**src/rtl/receptor_arduino_if.sv**
```systemverilog
// Link between the Arduino serial line and the game core's keypad inputs.
// The Arduino side (master) drives rx and observes the decoded outputs.
// The receiver (slave) drives the command pulses and the debug signals.
interface receptor_arduino_if;
  logic       rx;
  logic       right_arrow_pressed;
  logic       left_arrow_pressed;
  logic       enter_pressed;
  logic       cmd_invalido;
  logic       erro_quadro;
  logic [7:0] ultimo_cmd;
  logic [2:0] db_estado;

  modport master (
    output rx,
    input  right_arrow_pressed,
    input  left_arrow_pressed,
    input  enter_pressed,
    input  cmd_invalido,
    input  erro_quadro,
    input  ultimo_cmd,
    input  db_estado
  );

  modport slave (
    input  rx,
    output right_arrow_pressed,
    output left_arrow_pressed,
    output enter_pressed,
    output cmd_invalido,
    output erro_quadro,
    output ultimo_cmd,
    output db_estado
  );
endinterface

```
**src/rtl/receptor_arduino.sv**
```systemverilog
// Serial receiver for the Arduino keypad/LCD link.
// It deserialises UART frames from rx and turns command bytes into one-cycle pulses:
// 'R' gives right arrow, 'L' gives left arrow and 'E' gives enter.
// Optional macro RX_PARITY_EN: when defined, frames are 8E1 and a PARIDADE state checks even
// parity. When it is undefined, frames are 8N1.
module receptor_arduino #(
  parameter int unsigned CLOCK_FREQ  = 50000000,
  parameter int unsigned BAUD        = 9600,
  parameter int unsigned SYNC_STAGES = 2
) (
  input logic               clock,
  input logic               reset,
  receptor_arduino_if.slave bus
);

  localparam int unsigned CLKS_PER_BIT = CLOCK_FREQ / BAUD;
  localparam int unsigned TIMER_W      = (CLKS_PER_BIT > 2) ? $clog2(CLKS_PER_BIT) : 1;
  localparam logic [TIMER_W-1:0] LAST_TICK = TIMER_W'(CLKS_PER_BIT - 1);
  localparam logic [TIMER_W-1:0] HALF_TICK = TIMER_W'(CLKS_PER_BIT / 2 - 1);

  localparam logic [7:0] CMD_RIGHT = 8'h52;
  localparam logic [7:0] CMD_LEFT  = 8'h4C;
  localparam logic [7:0] CMD_ENTER = 8'h45;

  typedef enum logic [2:0] {
    StOcioso     = 3'd0,
    StInicio     = 3'd1,
    StDados      = 3'd2,
`ifdef RX_PARITY_EN
    StParidade   = 3'd3,
`endif
    StParada     = 3'd4,
    StDecodifica = 3'd5,
    StEspera     = 3'd6
  } state_e;

  state_e               state_q, state_d;
  logic [TIMER_W-1:0]   timer_q, timer_d;
  logic [2:0]           bit_idx_q, bit_idx_d;
  logic [7:0]           shift_q, shift_d;
  logic [7:0]           ultimo_q, ultimo_d;
  logic                 right_q, right_d;
  logic                 left_q, left_d;
  logic                 enter_q, enter_d;
  logic                 invalido_q, invalido_d;
  logic                 erro_q, erro_d;
  logic [SYNC_STAGES-1:0] sync_q;
  logic                 rxs;
  logic                 tick;

  // Synchroniser for the asynchronous rx line; it resets to the idle level.
  always_ff @(posedge clock or negedge reset) begin
    if (!reset) begin
      sync_q <= '1;
    end else begin
      sync_q <= {sync_q[SYNC_STAGES-2:0], bus.rx};
    end
  end

  assign rxs  = sync_q[SYNC_STAGES-1];
  assign tick = (timer_q == LAST_TICK);

  // Next-state logic. Pulses are computed on the transition so they are registered outputs.
  always_comb begin
    state_d    = state_q;
    timer_d    = timer_q;
    bit_idx_d  = bit_idx_q;
    shift_d    = shift_q;
    ultimo_d   = ultimo_q;
    right_d    = 1'b0;
    left_d     = 1'b0;
    enter_d    = 1'b0;
    invalido_d = 1'b0;
    erro_d     = 1'b0;

    unique case (state_q)
      StOcioso: begin
        if (!rxs) begin
          state_d = StInicio;
          timer_d = '0;
        end
      end

      StInicio: begin
        // Resample at the middle of the start bit. A high level there means it was a glitch.
        if (timer_q == HALF_TICK) begin
          timer_d = '0;
          if (rxs) begin
            state_d = StOcioso;
          end else begin
            state_d   = StDados;
            bit_idx_d = '0;
          end
        end else begin
          timer_d = timer_q + 1'b1;
        end
      end

      StDados: begin
        if (tick) begin
          timer_d   = '0;
          shift_d   = {rxs, shift_q[7:1]};
          bit_idx_d = bit_idx_q + 1'b1;
          if (bit_idx_q == 3'd7) begin
`ifdef RX_PARITY_EN
            state_d = StParidade;
`else
            state_d = StParada;
`endif
          end
        end else begin
          timer_d = timer_q + 1'b1;
        end
      end

`ifdef RX_PARITY_EN
      StParidade: begin
        if (tick) begin
          timer_d = '0;
          if (^{shift_q, rxs}) begin
            erro_d  = 1'b1;
            state_d = StEspera;
          end else begin
            state_d = StParada;
          end
        end else begin
          timer_d = timer_q + 1'b1;
        end
      end
`endif

      StParada: begin
        if (tick) begin
          timer_d = '0;
          if (rxs) begin
            // Byte and pulse become visible together during the StDecodifica cycle.
            state_d  = StDecodifica;
            ultimo_d = shift_q;
            case (shift_q)
              CMD_RIGHT: right_d    = 1'b1;
              CMD_LEFT:  left_d     = 1'b1;
              CMD_ENTER: enter_d    = 1'b1;
              default:   invalido_d = 1'b1;
            endcase
          end else begin
            erro_d  = 1'b1;
            state_d = StEspera;
          end
        end else begin
          timer_d = timer_q + 1'b1;
        end
      end

      StDecodifica: begin
        state_d = StOcioso;
      end

      StEspera: begin
        // Wait for a full bit-time of idle so a held break is not read as start bits.
        if (!rxs) begin
          timer_d = '0;
        end else if (tick) begin
          timer_d = '0;
          state_d = StOcioso;
        end else begin
          timer_d = timer_q + 1'b1;
        end
      end

      default: begin
        state_d = StOcioso;
        timer_d = '0;
      end
    endcase
  end

  // State and output registers.
  always_ff @(posedge clock or negedge reset) begin
    if (!reset) begin
      state_q    <= StOcioso;
      timer_q    <= '0;
      bit_idx_q  <= '0;
      shift_q    <= '0;
      ultimo_q   <= '0;
      right_q    <= 1'b0;
      left_q     <= 1'b0;
      enter_q    <= 1'b0;
      invalido_q <= 1'b0;
      erro_q     <= 1'b0;
    end else begin
      state_q    <= state_d;
      timer_q    <= timer_d;
      bit_idx_q  <= bit_idx_d;
      shift_q    <= shift_d;
      ultimo_q   <= ultimo_d;
      right_q    <= right_d;
      left_q     <= left_d;
      enter_q    <= enter_d;
      invalido_q <= invalido_d;
      erro_q     <= erro_d;
    end
  end

  assign bus.right_arrow_pressed = right_q;
  assign bus.left_arrow_pressed  = left_q;
  assign bus.enter_pressed       = enter_q;
  assign bus.cmd_invalido        = invalido_q;
  assign bus.erro_quadro         = erro_q;
  assign bus.ultimo_cmd          = ultimo_q;
  assign bus.db_estado           = state_q;

endmodule

```
**src/flat_wrapper.sv**
```systemverilog
// flat-port wrapper written by rule: the top's interface ports become plain ports
module receptor_arduino_flat 
#(
  parameter int unsigned CLOCK_FREQ  = 50000000,
  parameter int unsigned BAUD        = 9600,
  parameter int unsigned SYNC_STAGES = 2
)
  (clock, reset, bus_rx, bus_right_arrow_pressed, bus_left_arrow_pressed, bus_enter_pressed, bus_cmd_invalido, bus_erro_quadro, bus_ultimo_cmd, bus_db_estado);
  receptor_arduino_if bus_i ();
  input logic clock;
  input logic reset;
  input wire logic [$bits(bus_i.rx)-1:0] bus_rx;
  output wire logic [$bits(bus_i.right_arrow_pressed)-1:0] bus_right_arrow_pressed;
  output wire logic [$bits(bus_i.left_arrow_pressed)-1:0] bus_left_arrow_pressed;
  output wire logic [$bits(bus_i.enter_pressed)-1:0] bus_enter_pressed;
  output wire logic [$bits(bus_i.cmd_invalido)-1:0] bus_cmd_invalido;
  output wire logic [$bits(bus_i.erro_quadro)-1:0] bus_erro_quadro;
  output wire logic [$bits(bus_i.ultimo_cmd)-1:0] bus_ultimo_cmd;
  output wire logic [$bits(bus_i.db_estado)-1:0] bus_db_estado;
  assign bus_i.rx = bus_rx;
  assign bus_right_arrow_pressed = bus_i.right_arrow_pressed;
  assign bus_left_arrow_pressed = bus_i.left_arrow_pressed;
  assign bus_enter_pressed = bus_i.enter_pressed;
  assign bus_cmd_invalido = bus_i.cmd_invalido;
  assign bus_erro_quadro = bus_i.erro_quadro;
  assign bus_ultimo_cmd = bus_i.ultimo_cmd;
  assign bus_db_estado = bus_i.db_estado;
  receptor_arduino #(.CLOCK_FREQ(CLOCK_FREQ), .BAUD(BAUD), .SYNC_STAGES(SYNC_STAGES)) u_core (.clock(clock), .reset(reset), .bus(bus_i));
endmodule
```
**config.mk**
```make
export PLATFORM = sky130hd
export DESIGN_NAME = receptor_arduino_flat
export DESIGN_NICKNAME = d
export VERILOG_FILES = /design/src/rtl/receptor_arduino_if.sv /design/src/rtl/receptor_arduino.sv /design/src/flat_wrapper.sv
export SDC_FILE = /design/constraint.sdc
export NUM_CORES = 1
export LEC_CHECK = 0
export BUFFER_PORTS_ARGS = -buffer_cell sky130_fd_sc_hd__buf_4
export CORE_MARGIN = 2
export CORE_UTILIZATION = 35
export DETAILED_ROUTE_END_ITERATION = 7
export SLEW_MARGIN = 40
export SYNTH_ARGS = -nofsm -noshare
export SYNTH_HDL_FRONTEND = slang
export SYNTH_SLANG_ARGS = --single-unit
```
**constraint.sdc**
```tcl
create_clock -name clock -period 1.9 [get_ports clock]
set_input_delay 0.095 -clock clock [delete_from_list [all_inputs] [get_ports clock]]
set_output_delay 0.095 -clock clock [all_outputs]
set_load 0.01 [all_outputs]
```
==> results of run 1 <==
-- power groups by stage --
stage | sequential [mW] | combinational (mW) | clock, mW
4_1_cts | 0.898 | 0.0312 | 0.735
5_1_grt | 0.898 | 0.0337 | 0.782
6_report | 0.898 | 0.0290 | 0.707
3_5_place_dp | 0.916 | 0.0280 | 0
2_1_floorplan | 0.915 | 0.00469 | 0
3_3_place_gp | 0.916 | 0.0279 | 0
-- cells in the final DEF, fill, tap and decap left out, types with 5 or more instances in the layout --
cell,n
sky130_fd_sc_hd__xor2_1,7
sky130_fd_sc_hd__clkbuf_8,5
sky130_fd_sc_hd__nor2_1,14
sky130_fd_sc_hd__inv_1,5
sky130_fd_sc_hd__nand3_1,5
sky130_fd_sc_hd__dfrtp_1,39
sky130_fd_sc_hd__mux2_2,10
sky130_fd_sc_hd__nand2_1,29
sky130_fd_sc_hd__nand4_1,8
sky130_fd_sc_hd__buf_4,39
-- path summary, 6_finish.rpt --
path	start	slack [ps]	to
max	u_core.timer_q[0]	70	u_core.shift_q[6]
min	reset	330	u_core.bus.db_estado[2]
max reg2reg	u_core.timer_q[0]	70	u_core.shift_q[6]
min reg2reg	u_core.sync_q[0]	360	u_core.sync_q[1]
max in group asynchronous	reset	1200	u_core.timer_q[4]
min in group clock	u_core.sync_q[0]	360	u_core.sync_q[1]
-- registers in the layout, indices dropped and copies added (netlist names) --
name and count:
u_core.bus.erro_quadro 1, u_core.shift_q 8, u_core.bus.db_estado 3, u_core.bus.ultimo_cmd 8, u_core.sync_q 2, u_core.timer_q 13
u_core.bus.left_arrow_pressed 1, u_core.bus.enter_pressed 1, u_core.bus.cmd_invalido 1, u_core.bit_idx_q 3, u_core.bus.right_arrow_pressed 1
-- kinds of logic after synthesis --
logic type | after synthesis
buffers and inverters | 15
adders and majority gates | 3
muxes | 13
xor gates and xnor gates | 7
AOI/OAI and AO/OA | 22
DFF | 42
and+or+nand+nor | 90
-- cells in the mapped netlist (all sizes together) --
library cell | count | area share [%]
nor3 | 5 | 1.5
ha | 3 | 1.8
o22ai | 3 | 0.92
nor3b | 4 | 2.0
nand4b | 1 | 0.43
nand3 | 5 | 1.2
a21o | 4 | 1.5
a31oi | 2 | 0.61
nand2 | 29 | 5.4
nor4bb | 3 | 1.5
a22o | 3 | 1.3
or3b | 1 | 0.55
dfstp | 2 | 2.6
o32a | 1 | 0.49
mux2 | 11 | 6.3
mux2i | 2 | 0.98
nand4 | 8 | 2.5
or3 | 2 | 0.61
and4 | 1 | 0.55
nor4b | 3 | 1.3
nand2b | 2 | 0.61
xor2 | 7 | 3.0
and3 | 2 | 0.61
o21ai | 5 | 1.2
buf | 7 | 1.8
a21oi | 2 | 0.49
dfrtp | 40 | 49
o221ai | 1 | 0.43
and2 | 1 | 0.31
and4b | 1 | 0.49
nor2 | 14 | 2.6
inv | 5 | 0.92
nor4 | 2 | 0.61
nor2b | 3 | 0.92
clkbuf | 3 | 0.55
and4bb | 2 | 1.2
and3b | 1 | 0.43
a22oi | 1 | 0.61
-- timing repair --
action,in CTS,in global routing
setup endpoints to repair,0,24
hold buffers,2,0
endpoints found under the hold margin,41,0
gates resized for setup,0,5
setup buffers,0,2
-- metal layers --
metal / vias up / GRT usage, %
met5: - / 0
met4: 0 / 6.10
met3: 7 / 3.37
met2: 25 / 19.3
met1: 694 / 20.8
li1: 759 / -
-- stage by stage --
step | cells | util (%) | hold WS (ps) | power [mW]
6_report | 303 | 45.2 | 325 | 1.63
5_1_grt | 303 | 45.2 | 355 | 1.71
4_1_cts | 301 | 44.6 | 339 | 1.66
3_5_place_dp | 291 | 42.2 | 120 | 0.944
3_3_place_gp | 291 | 42.2 | 119 | 0.944
2_1_floorplan | 192 | - | -201 | 0.920
-- final cells by class --
type	instances	area, µm²
clock buffers	5	68.8
fillers	529	3050
flip-flops and latches	42	1050
multi-input cells	135	931
inverters	5	18.8
clock inverters	3	43.8
repair buffers	41	313
well taps	72	90.1
==> key figures, run 1 <==
Status
  • Result of the run: finished clean

Layout
  • Antenna diode count: 0
  • Count of nets after finishing: 236
  • Final Instance Area: 2520 µm²
  • Area growth from synthesis to final layout: 23.9%
  • Layout cell share with drive strength beyond 1: 30.7%

Synth
  • Net Count, Synth: 198
  • Synthesized-area fraction occupied by ao, oa, aoi and oai cells: 7.56%
  • Average footprint of a synthesized cell: 10.6 µm²
  • Largest family of logic cells by synthesized area: simple AND/OR/NAND/NOR gates
  • Number of synthesized register bits: 42
  • Xor/xnor cell area share of the yosys netlist: 3.01%
  • Number of instances in the synthesized netlist: 192
  • Post-synthesis cell type count: 43
  • Share of synthesized cell area in full adder, half adder and majority cells: 1.85%
  • Synth Cell Area: 2030 µm²
  • Portion of the post-synthesis area used by sequential elements: 51.8%
  • Simple-Gate Fraction of Synth Area: 25.2%
  • Warnings, synthesis: 0
  • Mux cell area share after synthesis: 7.26%

Routing
  • Via count: 1485
  • Vias per std cell: 4.90
  • Top routing layer used: met4
  • WL met2: 1690 µm
  • Count of unresolved DRC violations after routing: 0
  • First-iteration detailed-routing DRC count: 158
  • Count of antenna-violating nets left after detailed routing: 0
  • Total wire length: 4040 µm
  • Routed len/inst: 13.3 µm
  • Drt first pass iters: 4
  • Wire length the detailed router placed on met1: 2120 µm
  • Met3 Wirelength: 140 µm

Pwr
  • Worst vdd ir: 0.000295 V
  • Leakage component of the power: 1.25 nW
  • Switching share of total power: 20.5%
  • Portion of total power attributed to the clock network: 43.3%
  • Pwr Density: 648 nW/µm²
  • Cell internal power dissipation: 1.30 mW
  • Sequential cell fraction of total power: 55.0%
  • Power share of the combinational group: 1.8%
  • Power dissipated by switching net loads: 0.335 mW

Job
  • Max-cap violations: 0

Worst setup path
  • Highest net fanout along the worst path: 3
  • Critical setup path kind: reg2reg
  • Peak per-stage delay on the critical path: 430 ps
  • Req. time, crit path: 2090 ps
  • Number of cells on the worst reg-to-reg path: 5
  • Cell with the biggest individual delay on the critical path: sky130_fd_sc_hd__or3_4
  • Cell type group with the largest total delay on the critical path: simple AND/OR/NAND/NOR gates
  • Critical-path cell list: ha_1 > and4bb_1 > nand4_1 > or3_4 > mux2_4
  • Worst path bufs/invs: 0
  • Element type at the critical path start: flop
  • Element type at the critical path end: flop
  • Arrival time reported for the critical path endpoint: 2020 ps
  • Path length in cells of the critical path: 5

Die
  • Die area: 6440 µm²
  • Boundary Pins: 19
  • Die outline width: 80.2 µm
  • Placeable core area: 5570 µm²
  • Die H: 80.2 µm
  • Initial core utilization: 36.5%
  • Row count: 27

STA
  • Count of final max-slew check failures: 0
  • Number of failing hold endpoints at the final stage: 0
  • Final Cycle Share: 96.5%
  • F_max: 546 MHz
  • Max transition margin: 65.3%
  • Worst-Margin Slew: 520 ps
  • Setup slack after layout: 67.0 ps
  • Time the worst path needs with I/O delays and setup: 1830 ps
  • RSZ-0062 raised after global routing: yes
  • Final setup viols: 0
  • Final setup skew: 5.67 ps
  • Fin Setup TNS: 0 ps

Placement
  • Routability congestion estimate: 0.815
  • Post-DP HPWL: 2860 µm
  • Number of buffers added on ports: 18
  • Placed Instance Area: 2350 µm²
  • Place WS: 39.3 ps

Clock network
  • Number of CTS-inserted buffers: 5
  • CTS tree: built
  • Max H-tree Level: 2
  • CTS clock-pin slew for the worst setup and hold paths: 80 ps
  • Clock sinks: 42
  • Skew-Pair Late Insertion Delay: 290 ps
  • Clk root buf: sky130_fd_sc_hd__clkbuf_8
  • Maximum clock path buffer count: 2

Global route
  • Via count of the first global-routing pass: 1409
  • Residual overflow from global routing: 0
  • Global router's overall resource usage: 14.1%
  • Wire length of the first global-routing pass: 6980 µm
  • Initial antenna violation count: 0
  • Largest net degree at the start of global routing: 43

Min path
  • Worst hold-check path type: in2async
No activity file was read; power rests on OpenSTA's default activity.
==> run 2: changes to the inputs <==
PLACE_DENSITY_LB_ADDON = 0.2   (was unset)
==> key figures, run 2 (synthesized netlist as in run 1, its figures left out) <==
Layout
  • Max FFs per register: 13 (unchanged)
  • Layout cell share with drive strength beyond 1: 32.8% (was 30.7%)
  • Util after Layout: 45.6% (was 45.2%)
  • Largest reg by FF count: u_core.timer_q (unchanged)
  • Count of nets after finishing: 237 (was 236)
  • Commonest non-fill, non-tap cells in the layout: sky130_fd_sc_hd__buf_4 (38), sky130_fd_sc_hd__dfrtp_1 (38), sky130_fd_sc_hd__nand2_1 (29), sky130_fd_sc_hd__nor2_1 (14), sky130_fd_sc_hd__mux2_2 (10) (was sky130_fd_sc_hd__buf_4 (39), sky130_fd_sc_hd__dfrtp_1 (39), sky130_fd_sc_hd__nand2_1 (29), sky130_fd_sc_hd__nor2_1 (14), sky130_fd_sc_hd__mux2_2 (10))
  • Antenna diode count: 0 (unchanged)
  • Area growth from synthesis to final layout: 24.9% (was 23.9%)
  • Fillers: 549 (was 529)

Worst setup path
  • Element type at the critical path end: flop (unchanged)
  • Req. time, crit path: 2090 ps (about the same)
  • Cell with the biggest individual delay on the critical path: sky130_fd_sc_hd__or3_4 (unchanged)
  • Element type at the critical path start: flop (unchanged)
  • Critical setup path kind: reg2reg (unchanged)
  • Worst-case register-to-register setup slack: 50 ps (was 70 ps)
  • Critical-path cell list: ha_2 > and4bb_1 > nand4_1 > or3_4 > mux2_4 (was ha_1 > and4bb_1 > nand4_1 > or3_4 > mux2_4)
  • Highest net fanout along the worst path: 3 (unchanged)
  • Peak per-stage delay on the critical path: 430 ps (about the same)
  • Arrival time reported for the critical path endpoint: 2040 ps (was 2020 ps)
  • Worst path bufs/invs: 0 (unchanged)
  • Cell type group with the largest total delay on the critical path: simple AND/OR/NAND/NOR gates (unchanged)

Placement
  • Post-DP HPWL: 2820 µm (was 2860 µm)
  • Number of buffers added on ports: 18 (unchanged)
  • Routability congestion estimate: 0.737 (was 0.815)
  • Place WS: 25.2 ps (was 39.3 ps)

STA
  • Worst-Margin Slew: 527 ps (was 520 ps)
  • Final setup viols: 0 (unchanged)
  • Final setup skew: 13.0 ps (was 5.67 ps)
  • Setup slack after layout: 51.5 ps (was 67.0 ps)
  • Max transition margin: 64.8% (was 65.3%)
  • Time the worst path needs with I/O delays and setup: 1850 ps (was 1830 ps)
  • Count of final max-slew check failures: 0 (unchanged)
  • Final Cycle Share: 97.3% (was 96.5%)
  • F_max: 541 MHz (was 546 MHz)
  • Smallest hold slack: 311 ps (was 325 ps)
  • Number of failing hold endpoints at the final stage: 0 (unchanged)

Clock network
  • Maximum clock path buffer count: 2 (unchanged)
  • CTS clock-pin slew for the worst setup and hold paths: 90 ps (was 80 ps)
  • Clk root buf: sky130_fd_sc_hd__clkbuf_8 (unchanged)
  • Clock sinks: 42 (unchanged)
  • Max H-tree Level: 2 (unchanged)
  • Number of CTS-inserted buffers: 5 (unchanged)
  • CTS tree: built (unchanged)
  • Skew-Pair Late Insertion Delay: 300 ps (was 290 ps)

Die
  • Die area: 6440 µm² (unchanged)
  • Die H: 80.2 µm (unchanged)
  • Initial core utilization: 36.5% (unchanged)
  • Row count: 27 (unchanged)
  • Boundary Pins: 19 (unchanged)
  • Die outline width: 80.2 µm (unchanged)
  • Placeable core area: 5570 µm² (unchanged)

Pwr
  • Pwr Density: 600 nW/µm² (was 648 nW/µm²)
  • Leakage component of the power: 1.24 nW (was 1.25 nW)
  • Worst vdd ir: 0.000329 V (was 0.000295 V)

Routing
  • Drt first pass iters: 4 (unchanged)
  • Count of antenna-violating nets left after detailed routing: 0 (unchanged)
  • Routed len/inst: 13.5 µm (was 13.3 µm)
  • Count of unresolved DRC violations after routing: 0 (unchanged)
  • Total wire length: 4100 µm (was 4040 µm)
  • Vias per std cell: 5.03 (was 4.90)
  • Via count: 1530 (was 1485)
  • First-iteration detailed-routing DRC count: 75 (was 158)

Job
  • Max-cap violations: 0 (unchanged)

Global route
  • Residual overflow from global routing: 0 (unchanged)
  • Initial antenna violation count: 0 (unchanged)
  • Largest net degree at the start of global routing: 43 (unchanged)
  • Global router's overall resource usage: 14.0% (was 14.1%)
  • Wire length of the first global-routing pass: 6970 µm (was 6980 µm)
  • Via count of the first global-routing pass: 1467 (was 1409)

Status
  • Result of the run: finished clean (unchanged)

Min path
  • Worst hold-check path type: in2async (unchanged)
==> run 2: routing by layer <==
layer,vias up,global-route usage (%),share of wire (%)
li1,757,-,-
met1,744,19.4,50
met2,22,21.1,45
met3,7,3.60,3.6
met4,0,5.08,1.3
met5,-,0,0
==> run 2: worst paths after layout <==
check                                          end         startpoint  cells after the start
min in group clock                u_core.sync_q[1]   u_core.sync_q[0]                      0
max in group asynchronous        u_core.timer_q[3]              reset                      2
max                              u_core.shift_q[6]  u_core.timer_q[0]                      5
min reg2reg                       u_core.sync_q[1]   u_core.sync_q[0]                      0
min                        u_core.bus.db_estado[2]              reset                      2
max reg2reg                      u_core.shift_q[6]  u_core.timer_q[0]                      5
==> run 2: cell type report <==
class | instances | area (µm²) | share of cell area [%]
clock inverters | 3 | 25.0 | 0.985
repair buffers | 42 | 328 | 12.9
well taps | 72 | 90.1 | 3.55
clock buffers | 5 | 68.8 | 2.71
inverters | 5 | 18.8 | 0.739
flip-flops and latches | 42 | 1060 | 41.6
multi-input cells | 135 | 955 | 37.6
==> run 2: stage by stage <==
stage,instances,TNS [ps],power [mW],instance area (µm²)
2_1_floorplan,192,0,0.920,2030
3_3_place_gp,291,0,0.944,2350
3_5_place_dp,291,0,0.944,2350
4_1_cts,301,0,1.56,2470
5_1_grt,304,-37.7,1.62,2540
6_report,304,0,1.53,2540
==> run 2: power breakdown <==
group / switching, mW / internal, mW / leakage (nW) / total, mW
Clock: 0.333 / 0.265 / 0.0447 / 0.598
Sequential: 0.00127 / 0.897 / 0.563 / 0.898
Combinational: 0.0208 / 0.00834 / 0.634 / 0.0292
==> run 2: timing repair <==
action | CTS | global route
setup endpoints to repair | 3 | 30
pin swaps | 0 | 7
buffers inserted | 0 | 3
endpoints found under the hold margin | 41 | 0
resized for setup | 1 | 11
hold buffers | 2 | 0
==> run 3: changes to the inputs <==
CORE_MARGIN = 5   (was 2)
SLEW_MARGIN = 5   (was 40)
==> key figures, run 3 (synthesized netlist as in run 1, its figures left out) <==
Status
  • Result of the run: finished clean (unchanged)

Die
  • Die area: 7440 µm² (was 6440 µm²)
  • Initial core utilization: 36.5% (unchanged)
  • Die outline width: 86.2 µm (was 80.2 µm)
  • Die H: 86.2 µm (was 80.2 µm)
  • Boundary Pins: 19 (unchanged)
  • Row count: 27 (unchanged)
  • Placeable core area: 5570 µm² (unchanged)

Pwr
  • Worst vdd ir: 0.000359 V (was 0.000329 V)
  • Switching share of total power: 23.2% (was 23.3%)
  • Post-layout total power: 1.52 mW (was 1.53 mW)
  • Leakage component of the power: 1.23 nW (was 1.24 nW)
  • Portion of total power attributed to the clock network: 39.2% (about the same)
  • Cell internal power dissipation: 1.17 mW (about the same)
  • Pwr Density: 605 nW/µm² (was 600 nW/µm²)
  • Sequential cell fraction of total power: 58.9% (about the same)
  • Power share of the combinational group: 1.9% (about the same)
  • Power dissipated by switching net loads: 0.354 mW (was 0.355 mW)

STA
  • Final setup viols: 0 (unchanged)
  • Worst-Margin Slew: 522 ps (was 527 ps)
  • Final setup skew: 8.28 ps (was 13.0 ps)
  • RSZ-0062 raised after global routing: yes
  • Final Cycle Share: 98.4% (was 97.3%)
  • Max transition margin: 65.2% (was 64.8%)
  • F_max: 535 MHz (was 541 MHz)
  • Time the worst path needs with I/O delays and setup: 1870 ps (was 1850 ps)
  • Smallest hold slack: 314 ps (was 311 ps)
  • Number of failing hold endpoints at the final stage: 0 (unchanged)
  • Fin Setup TNS: 0 ps (unchanged)
  • Count of final max-slew check failures: 0 (unchanged)

Clock network
  • CTS clock-pin slew for the worst setup and hold paths: 90 ps (about the same)
  • Maximum clock path buffer count: 2 (unchanged)
  • Max H-tree Level: 2 (unchanged)
  • Clk root buf: sky130_fd_sc_hd__clkbuf_8 (unchanged)
  • Skew-Pair Late Insertion Delay: 300 ps (about the same)
  • Number of CTS-inserted buffers: 5 (unchanged)
  • Clock sinks: 42 (unchanged)
  • CTS tree: built (unchanged)

Worst setup path
  • Req. time, crit path: 2090 ps (about the same)
  • Highest net fanout along the worst path: 3 (unchanged)
  • Worst Setup SP: u_core.timer_q[1] (was u_core.timer_q[0])
  • Arrival time reported for the critical path endpoint: 2060 ps (was 2040 ps)
  • Peak per-stage delay on the critical path: 430 ps (about the same)
  • Cell with the biggest individual delay on the critical path: sky130_fd_sc_hd__or3_4 (unchanged)
  • Element type at the critical path start: flop (unchanged)
  • Critical setup path kind: reg2reg (unchanged)
  • Critical-path cell list: ha_4 > and4bb_1 > nand4_1 > or3_4 > mux2_4 (was ha_2 > and4bb_1 > nand4_1 > or3_4 > mux2_4)
  • Reg-to-reg startpoint: u_core.timer_q[1] (was u_core.timer_q[0])
  • Element type at the critical path end: flop (unchanged)

Min path
  • Worst hold-check path type: in2async (unchanged)

Global route
  • Via count of the first global-routing pass: 1540 (was 1467)
  • Residual overflow from global routing: 0 (unchanged)
  • Largest net degree at the start of global routing: 43 (unchanged)
  • Initial antenna violation count: 0 (unchanged)
  • Global router's overall resource usage: 11.9% (was 14.0%)
  • Wire length of the first global-routing pass: 7060 µm (was 6970 µm)

Layout
  • Util after Layout: 45.2% (was 45.6%)
  • Max FFs per register: 13 (unchanged)
  • Commonest non-fill, non-tap cells in the layout: sky130_fd_sc_hd__dfrtp_1 (39), sky130_fd_sc_hd__buf_4 (37), sky130_fd_sc_hd__nand2_1 (29), sky130_fd_sc_hd__nor2_1 (14), sky130_fd_sc_hd__mux2_2 (10) (was sky130_fd_sc_hd__buf_4 (38), sky130_fd_sc_hd__dfrtp_1 (38), sky130_fd_sc_hd__nand2_1 (29), sky130_fd_sc_hd__nor2_1 (14), sky130_fd_sc_hd__mux2_2 (10))
  • Layout cell share with drive strength beyond 1: 30.9% (was 32.8%)
  • Largest reg by FF count: u_core.timer_q (unchanged)
  • Most common library cell in the layout ignoring fill and taps: sky130_fd_sc_hd__dfrtp_1
  • Count of nets after finishing: 235 (was 237)
  • Antenna diode count: 0 (unchanged)
  • Fillers: 547 (was 549)
  • Area growth from synthesis to final layout: 23.9% (was 24.9%)

Placement
  • Routability congestion estimate: 0.761 (was 0.737)
  • Post-DP HPWL: 2820 µm (about the same)
  • Number of buffers added on ports: 18 (unchanged)

Routing
  • Drt first pass iters: 4 (unchanged)
  • First-iteration detailed-routing DRC count: 29 (was 75)
  • Via count: 1499 (was 1530)
  • Routed len/inst: 13.2 µm (was 13.5 µm)
  • Total wire length: 3980 µm (was 4100 µm)
  • Count of antenna-violating nets left after detailed routing: 0 (unchanged)
  • Vias per std cell: 4.96 (was 5.03)
  • Count of unresolved DRC violations after routing: 0 (unchanged)

Job
  • Max-cap violations: 0 (unchanged)
## run 3: area by class of cell
| class | instances | area, µm² | area share [%] |
|---|---|---|---|
| inverter | 5 | 18.8 | 0.745 |
| sequential | 42 | 1050 | 41.9 |
| clock buffer | 5 | 68.8 | 2.73 |
| tap | 72 | 90.1 | 3.57 |
| clock inverter | 3 | 25.0 | 0.993 |
| timing repair buffer | 40 | 309 | 12.3 |
| multi-input combinational | 135 | 953 | 37.8 |
## run 3: critical path, delay by kind of cell, from the launching register on
family	cells	cell delay [ps]
fa+ha+maj	1	160
simple gates	3	870
mux	1	310
flops	1	410
## run 3: per-layer routing
layer  GRT usage, %  wire, µm
met4           4.25        44
met3           3.23       165
met5              0         0
met1           15.2      1910
met2           19.3      1860
## run 3: what timing repair did
item                       in CTS  in global routing
hold endpoints to repair       41                  0
resized for setup               0                  9
setup endpoints to repair       0                 27
hold buffers                    2                  0
buffers inserted                0                  1
## run 3: worst paths after layout
path | end | slack [ps] | cells past startpoint
max in group asynchronous | u_core.sync_q[0] | 1210 | 2
min | u_core.timer_q[3] | 310 | 2
max | u_core.shift_q[6] | 30 | 5
max reg2reg | u_core.shift_q[6] | 30 | 5
min in group clock | u_core.sync_q[1] | 360 | 0
min reg2reg | u_core.sync_q[1] | 360 | 0
## run 3: stage by stage
stage / setup slack (ps) / cell area [µm²] / instances
after global placement: 49.2 / 2350 / 291
after detailed placement: 32.1 / 2350 / 291
after floorplan: 46.8 / 2030 / 192
final: 29.5 / 2520 / 302
after global routing: -12.1 / 2520 / 302
after CTS: 6.40 / 2470 / 301
## run 3: power groups by stage
stage | clock network (mW) | registers [mW] | logic [mW]
floorplan | 0 | 0.915 | 0.00469
global placement | 0 | 0.916 | 0.0277
detailed placement | 0 | 0.916 | 0.0274
CTS | 0.619 | 0.898 | 0.0309
global route | 0.651 | 0.899 | 0.0347
finish | 0.597 | 0.898 | 0.0287
